### src/rtl/alu_pkg.sv
// Shared definitions for the ALU issue sequencer: instruction field layout,
// opcode constants, FSM states and float-opcode classification.
package alu_pkg;

    localparam int DATA_W = 16;
    localparam int REG_AW = 6;
    localparam int OPC_W  = 4;

    localparam int OPC_HI = 15;
    localparam int OPC_LO = 12;
    localparam int DST_HI = 11;
    localparam int DST_LO = 6;
    localparam int SRC_HI = 5;
    localparam int SRC_LO = 0;

    typedef logic [OPC_W-1:0] opcode_t;

    localparam opcode_t OPadd  = 4'h0;
    localparam opcode_t OPinvf = 4'h1;
    localparam opcode_t OPaddf = 4'h2;
    localparam opcode_t OPmulf = 4'h3;
    localparam opcode_t OPsub  = 4'h4;
    localparam opcode_t OPand  = 4'h5;
    localparam opcode_t OPor   = 4'h6;
    localparam opcode_t OPany  = 4'h7;
    localparam opcode_t OPshl  = 4'h8;
    localparam opcode_t OPshr  = 4'h9;
    localparam opcode_t OPf2i  = 4'hA;
    localparam opcode_t OPi2f  = 4'hB;

    typedef enum logic [1:0] {
        IDLE = 2'd0,
        READ = 2'd1,
        EXEC = 2'd2,
        WB   = 2'd3
    } state_t;

    function automatic logic is_float(input opcode_t op);
        return (op == OPinvf) || (op == OPaddf) || (op == OPmulf) ||
               (op == OPf2i)  || (op == OPi2f);
    endfunction

endpackage

### src/rtl/alu_regfile.sv
// Register file for the issue sequencer: two combinational read ports,
// one synchronous write port, synchronous clear on reset.
module alu_regfile
    import alu_pkg::*;
#(
    parameter int NREGS = 64
) (
    input  logic              clk,
    input  logic              reset,
    input  logic              i_we,
    input  logic [REG_AW-1:0] i_waddr,
    input  logic [DATA_W-1:0] i_wdata,
    input  logic [REG_AW-1:0] i_raddr_a,
    input  logic [REG_AW-1:0] i_raddr_b,
    output logic [DATA_W-1:0] o_rdata_a,
    output logic [DATA_W-1:0] o_rdata_b
);

    logic [DATA_W-1:0] r_mem [NREGS];

    always_ff @(posedge clk) begin
        if (reset) begin
            for (int i = 0; i < NREGS; i++) begin
                r_mem[i] <= '0;
            end
        end else if (i_we) begin
            r_mem[i_waddr] <= i_wdata;
        end
    end

    assign o_rdata_a = r_mem[i_raddr_a];
    assign o_rdata_b = r_mem[i_raddr_b];

endmodule

### src/rtl/alu_issue.sv
// Issue/writeback sequencer (IDLE->READ->EXEC->WB) driving an external combinational ALU.
// Optional feature: define ALU_ISSUE_FTRAP_EN to trap float opcodes instead of issuing them.
module alu_issue
    import alu_pkg::*;
#(
    parameter int NREGS = 64
) (
    input  logic              clk,
    input  logic              reset,
    input  logic              instr_valid,
    output logic              instr_ready,
    input  logic [DATA_W-1:0] instr,
    input  logic              wr_en,
    input  logic [REG_AW-1:0] wr_addr,
    input  logic [DATA_W-1:0] wr_data,
    output logic [4:0]        alu_op,
    output logic [DATA_W-1:0] alu_in1,
    output logic [DATA_W-1:0] alu_in2,
    input  logic [DATA_W-1:0] alu_result,
    output logic              done_valid,
    output logic [REG_AW-1:0] done_dest,
    output logic [DATA_W-1:0] done_value,
    output logic              trap,
    output logic              busy
);

    state_t            r_state;
    state_t            w_next;
    logic [DATA_W-1:0] r_ir;
    logic [DATA_W-1:0] r_res;
    logic [DATA_W-1:0] r_alu_in1;
    logic [DATA_W-1:0] r_alu_in2;
    logic [4:0]        r_alu_op;
    logic              r_trap;

    opcode_t           w_opc;
    logic [REG_AW-1:0] w_dest;
    logic [REG_AW-1:0] w_src;
    logic [DATA_W-1:0] w_rd_dest;
    logic [DATA_W-1:0] w_rd_src;
    logic              w_accept;
    logic              w_float;
    logic              w_we;
    logic [REG_AW-1:0] w_waddr;
    logic [DATA_W-1:0] w_wdata;

    assign w_opc    = r_ir[OPC_HI:OPC_LO];
    assign w_dest   = r_ir[DST_HI:DST_LO];
    assign w_src    = r_ir[SRC_HI:SRC_LO];
    assign w_accept = instr_valid && instr_ready;

`ifdef ALU_ISSUE_FTRAP_EN
    assign w_float = is_float(w_opc);
`else
    assign w_float = 1'b0;
`endif

    // Preload owns the write port in IDLE; writeback owns it in WB unless trapped.
    always_comb begin
        w_we    = 1'b0;
        w_waddr = wr_addr;
        w_wdata = wr_data;
        if (r_state == IDLE) begin
            w_we = wr_en;
        end else if (r_state == WB) begin
            w_we    = !r_trap;
            w_waddr = w_dest;
            w_wdata = r_res;
        end
    end

    alu_regfile #(
        .NREGS(NREGS)
    ) u_regfile (
        .clk      (clk),
        .reset    (reset),
        .i_we     (w_we),
        .i_waddr  (w_waddr),
        .i_wdata  (w_wdata),
        .i_raddr_a(w_dest),
        .i_raddr_b(w_src),
        .o_rdata_a(w_rd_dest),
        .o_rdata_b(w_rd_src)
    );

    always_ff @(posedge clk) begin
        if (reset) begin
            r_state <= IDLE;
        end else begin
            r_state <= w_next;
        end
    end

    always_comb begin
        w_next = r_state;
        case (r_state)
            IDLE:    if (w_accept) w_next = READ;
            READ:    w_next = w_float ? WB : EXEC;
            EXEC:    w_next = WB;
            WB:      w_next = IDLE;
            default: w_next = IDLE;
        endcase
    end

    always_comb begin
        instr_ready = 1'b0;
        busy        = 1'b1;
        done_valid  = 1'b0;
        done_dest   = '0;
        done_value  = '0;
        trap        = 1'b0;
        case (r_state)
            IDLE: begin
                instr_ready = !wr_en;
                busy        = 1'b0;
            end
            WB: begin
                done_valid = 1'b1;
                done_dest  = w_dest;
                done_value = r_res;
                trap       = r_trap;
            end
            default: ;
        endcase
    end

    always_ff @(posedge clk) begin
        if (reset) begin
            r_ir      <= '0;
            r_res     <= '0;
            r_alu_op  <= '0;
            r_alu_in1 <= '0;
            r_alu_in2 <= '0;
            r_trap    <= 1'b0;
        end else begin
            case (r_state)
                IDLE: if (w_accept) r_ir <= instr;
                READ: begin
                    r_trap <= w_float;
                    if (w_float) begin
                        // A trapped op reports Dest unchanged and leaves the ALU drive alone.
                        r_res <= w_rd_dest;
                    end else begin
                        r_alu_op  <= {1'b0, w_opc};
                        r_alu_in1 <= w_rd_dest;
                        r_alu_in2 <= w_rd_src;
                    end
                end
                EXEC:    r_res <= alu_result;
                default: ;
            endcase
        end
    end

    assign alu_op  = r_alu_op;
    assign alu_in1 = r_alu_in1;
    assign alu_in2 = r_alu_in2;

endmodule

### config.mk
export PLATFORM = sky130hd
export DESIGN_NAME = alu_issue
export DESIGN_NICKNAME = d
export VERILOG_FILES = /design/src/rtl/alu_pkg.sv /design/src/rtl/alu_regfile.sv /design/src/rtl/alu_issue.sv
export SDC_FILE = /design/constraint.sdc
export NUM_CORES = 2
export LEC_CHECK = 0
export BUFFER_PORTS_ARGS = -buffer_cell sky130_fd_sc_hd__buf_2
export CAP_MARGIN = 5
export CORE_UTILIZATION = 50
export DETAILED_ROUTE_END_ITERATION = 10
export PLACE_DENSITY = 0.66
export RECOVER_POWER = 25
export SYNTH_ARGS = -nofsm -noshare
export SYNTH_HDL_FRONTEND = slang
export SYNTH_HIERARCHICAL = 1
export SYNTH_SLANG_ARGS = --single-unit
### constraint.sdc
create_clock -name clk -period 3.7 [get_ports clk]
set_input_delay 0.37 -clock clk [delete_from_list [all_inputs] [get_ports clk]]
set_output_delay 0.37 -clock clk [all_outputs]
set_load 0.01 [all_outputs]
---- Yosys cells after proc, flatten, opt, wreduce, memory -nomap -nowiden ----
Memory sizes are Yosys's and may differ from the RTL's. A register that Yosys moved wholly into a read port is not among the register bits.
Index checks and enable logic that the tools add are counted.
operators by class
  eq/ne operators ......................... 4
  muxes and demuxes ....................... 20
  reduce and logical (&&, ||, !) cells .... 5
operators with widths
  kind                  count
  $mux W16              4
  $mux W6               4
  $reduce_or A16 Y1     1
  $mux W1               10
  $pmux W2 S4           1
  $eq A2 B2 Y1 const B  2
  $eq A2 B1 Y1 const B  1
  $logic_not A2 Y1      1
  $mux W2               1
  $ne A2 B2 Y1 const B  1
  $reduce_and A2 Y1     1
  $logic_and A1 B1 Y1   1
  $logic_not A1 Y1      1
storage, ports and cells
  bits in registers ....................... 38
  bits in writable memories ............... 1,024
  input bits .............................. 58
  output and inout bits ................... 63
  word-level logic and storage cells ...... 34
  memories ................................ 1
memories
  memory           words  bits a word  rd ports  clocked after Yosys merged registers in  write ports  line               text
  u_regfile.r_mem  64     16           2         2                                        64           alu_regfile.sv:19  logic [DATA_W-1:0] r_mem [NREGS];

---- Logic depth before layout (Yosys ltp) ----
  word-level depth ........................ 8
  depth in mapped cells ................... 12

---- Hierarchy ----
Netlist, hierarchy kept.
by module, submodules not included
  module       times used  cells an instance  area an instance (um^2)  sequential area each (um^2)
  alu_regfile  1           3,716              55,508.2                 30,749.5
  alu_issue    1           311                3,040.4                  1,401.3

---- Worst setup path after synthesis ----
No wires, ideal clock.
  path type ............................... register to register
  start point ............................. reg r_state[0]
  end point ............................... mem u_regfile.r_mem[15][0] (enable)
  setup time .............................. 334 ps
  arrival time ............................ 2,677 ps
  data required time ...................... 3,366 ps
  setup slack ............................. 690 ps
  stages on the path, launching flop included .. 12
  buffers on the path ..................... 3
  clock period less this slack ............ 3,010 ps
  cell sequence ........................... dfxtp_1 inv_1 ha_1 inv_2 nand2_2 buf_6 mux2_2 clkbuf_1 or3b_2 buf_2 nor2_1 or2_2
RTL lines
  what                      line               text
  start: declaration        alu_issue.sv:27    state_t r_state;
  start signal: assignment  alu_issue.sv:90    r_state <= w_next;
  end: declaration          alu_regfile.sv:19

==> results.toml <==
[timing]
setup_violations = 0
layout_setup_ws_ns = 0.1322
max_freq_ghz = 0.2803
tns_ns = 0
period_minus_slack_ns = 3.568
min_period_over_period_pct = 96.43
drv_slew = 18
fin_skew_ns = 0.03231
rsz0062_at_grt = "false"
slew_headroom_pct = -29.76
tightestPinTransition_ns = 1.946
hold_viol = 0

[power]
internal-power_mw = 23.62
switching_share_pct = 28.86
combPwrFrac_pct = 19.2
p_leak_nw = 22.57
pwr-share-seq_pct = 44.1
max-vdd-ir-drop_mv = 0.4041
power.total_mw = 33.20
switchingPower_mw = 9.582
clkPwrFrac_pct = 36.7
power_density_mw_per_mm2 = 509.5

[synth]
netlist_instances = 4027
synth-seq-area-share_pct = 54.91
post-synth-top-area-cell = "edfxtp_1"
synth_top_area_share_pct = 52.52
syn_area_mm2 = 0.05855
yosys_warnings = 6
synth_flop_cell = "edfxtp_1"
avgSynthCellArea_um2 = 14.54
synth_edf_count = 1024
ys_ff_latch = 1094
synth_cell_types = 56
yosys-top-cells-area = "edfxtp_1 (53%), mux4_2 (16%), and2_1 (11%)"
synthArstFlopShare_pct = 0

[routing]
drt-initial-drc-count = 5254
dr.pass1.iters = 6
highest_layer = "met5"
wl_um = 193300
wl_met2_um = 88820
wl_met1_um = 74310
post_drt_wl_per_cell_um = 33.52
viasPerCell = 6.585
postRouteAntennaNets = 0
vias = 37980
wl_met3_um = 23250
remaining_drc_errors = 0

[clocking]
clockRootBuffer = "clkbuf_16"
cts_htree_levels = 3
cts.path.max_buffers = 3
cts_setup_buffers = 0
cts_made_buffers = 119
cts_tree = "built"
clk_latency_ns = 0.73
cts.sinks = 1094
clk_pin_slew_worst_paths_ns = 0.06

[hold_path]
whs_endpoint = "r_state[1]"
hp-start = "instr_valid"
hp-class = "input port to flip-flop"
min_path_cells = 4

[cells_and_area]
area.growth.synth_to_final_pct = 11.28
drive_above_1_share_pct = 24.00
stdcell_area_mm2 = 0.06516
nNetsFinal = 4205
postLayoutCoreUtil_pct = 56.07
final_cell_mix = "edfxtp_1 (1024), and2_1 (863), mux4_2 (406)"
final.fill_count = 9235
layout_commonest_cell = "edfxtp_1"

[grt]
grt_usage_pct = 32.65
grt_first_pass_wirelength_um = 272600
grt.overflow.total = 0
grt_pass1_vias = 36390
grt_max_degree = 136
antenna_found_initial = 10

[worst_setup_path]
ff2ff_path_depth = 11
startpoint_type = "flip-flop"
r2r-end = "u_regfile/r_mem[24][9]"
crit_type = "flip-flop to flip-flop"
cp-end-kind = "flip-flop"
reg2reg_slack_ns = 0.13
timing.rr.start = "r_state[1]"
crit_required_ns = 4.09
crit_path_max_fanout = 16
crit_arrival_ns = 3.95

[floorplanning]
dieArea_mm2 = 0.1185
core_mm2 = 0.1162
num_rows = 125
die_width_um = 344.2
initial_core_util_pct = 50.38
die_h_um = 344.2
io-pin-count = 121

[placement]
gp_congestion = 0.9755
dpl.hpwl_um = 131300
port_buffers = 118
preCtsSetupSlack_ns = 0.06838
placed_area_mm2 = 0.06113

[status]
status = "complete, but fails checks"
violations = "capacitance limit, slew limit"

[flow_run]
cap_violations = 1
[flip-flops by register name, indices dropped and copies added, names as in the netlist]
name             flops
u_regfile/r_mem   1024
alu_in1             16
alu_in2             16
r_ir                16
r_res               16
alu_op               4
r_state              2
[power groups by stage]
stage / sequential [mW] / clock (mW) / combinational, mW
global placement: 14.8 / 0 / 6.20
finish: 14.6 / 12.2 / 6.39
CTS: 14.6 / 12.2 / 6.29
floorplan: 14.6 / 0 / 3.95
global route: 14.7 / 12.7 / 6.61
detailed placement: 14.9 / 0 / 6.24
[synthesized netlist by cell type, drive strengths merged (10+ instances only)]
library cell and number:
and2 1051, edfxtp 1024, mux4 453, clkbuf 230, mux2i 214, nor2 174
buf 171, dfxtp 70, a22oi 67, nand2 66, or2 64, o22ai 59
a211oi 51, a221oi 45, a21oi 39, mux2 37, nor2b 36, o21ai 22
o221ai 22, and3 14, nand3 14, a22o 12, nand2b 10
[how the worst max path moves through the flow]
stage,to,cells past startpoint,start,slack (ns)
after floorplan,u_regfile/r_mem[15][0],11,r_state[0],0.69
after global placement,u_regfile/r_mem[62][3],9,r_state[1],0.11
after detailed placement,u_regfile/r_mem[62][3],9,r_state[0],0.07
after CTS,u_regfile/r_mem[62][5],9,r_state[0],0.05
after global routing,u_regfile/r_mem[24][9],11,r_state[0],0.003
final,u_regfile/r_mem[24][9],11,r_state[1],0.13
[stage by stage]
stage | hold slack (ns) | instances
2_1_floorplan | 0.4330 | 4028
3_3_place_gp | 0.4574 | 5515
3_5_place_dp | 0.4602 | 5515
4_1_cts | 0.03629 | 5766
5_1_grt | 0.07524 | 5766
6_report | 0.08585 | 5767
[routing by layer]
metal | vias to the layer above | GRT usage (%)
met3 | 358 | 9.397
met1 | 19740 | 44.87
met5 | - | 0
li1 | 15570 | -
met4 | 6 | 10.66
met2 | 2299 | 50.17
[what timing repair did]
item	4_1_cts	5_1_grt
endpoints found under the hold margin	30	0
gates resized for setup	0	4
setup endpoints to repair	0	62
hold buffers	30	0
[kinds of logic after synthesis]
group,count (synthesis),share of synthesized area [%]
buffers and inverters,408,3.759
other,1,0.006405
flip-flops,1094,54.91
multiplexers,704,22.09
AO/OA/AOI/OAI,350,4.464
adder cells (fa/ha/maj),5,0.1069
AND/OR/NAND/NOR,1465,14.66
[critical path: stages, from the launching register on]
cell	delay (ns)
dfxtp_1	0.39
inv_1	0.10
ha_1	0.28
inv_2	0.12
nand2_2	0.17
nand2_1	0.12
nor2b_1	0.27
nor2b_1	0.32
nand2_1	0.36
buf_4	0.27
nor2_1	0.44
or2_4	0.39
[final cells by class]
| class | count | area [µm²] | share of cell area (%) |
|---|---|---|---|
| sequential | 1094 | 32170 | 49.38 |
| antenna | 1 | 2.502 | 0.003841 |
| inverter | 4 | 15.01 | 0.02304 |
| clock buffer | 143 | 3181 | 4.882 |
| timing repair buffer | 397 | 2918 | 4.478 |
| multi-input combinational | 2526 | 24200 | 37.14 |
| clock inverter | 78 | 763.2 | 1.171 |
| tap | 1524 | 1907 | 2.927 |
Power figures use the tool's default switching activity.
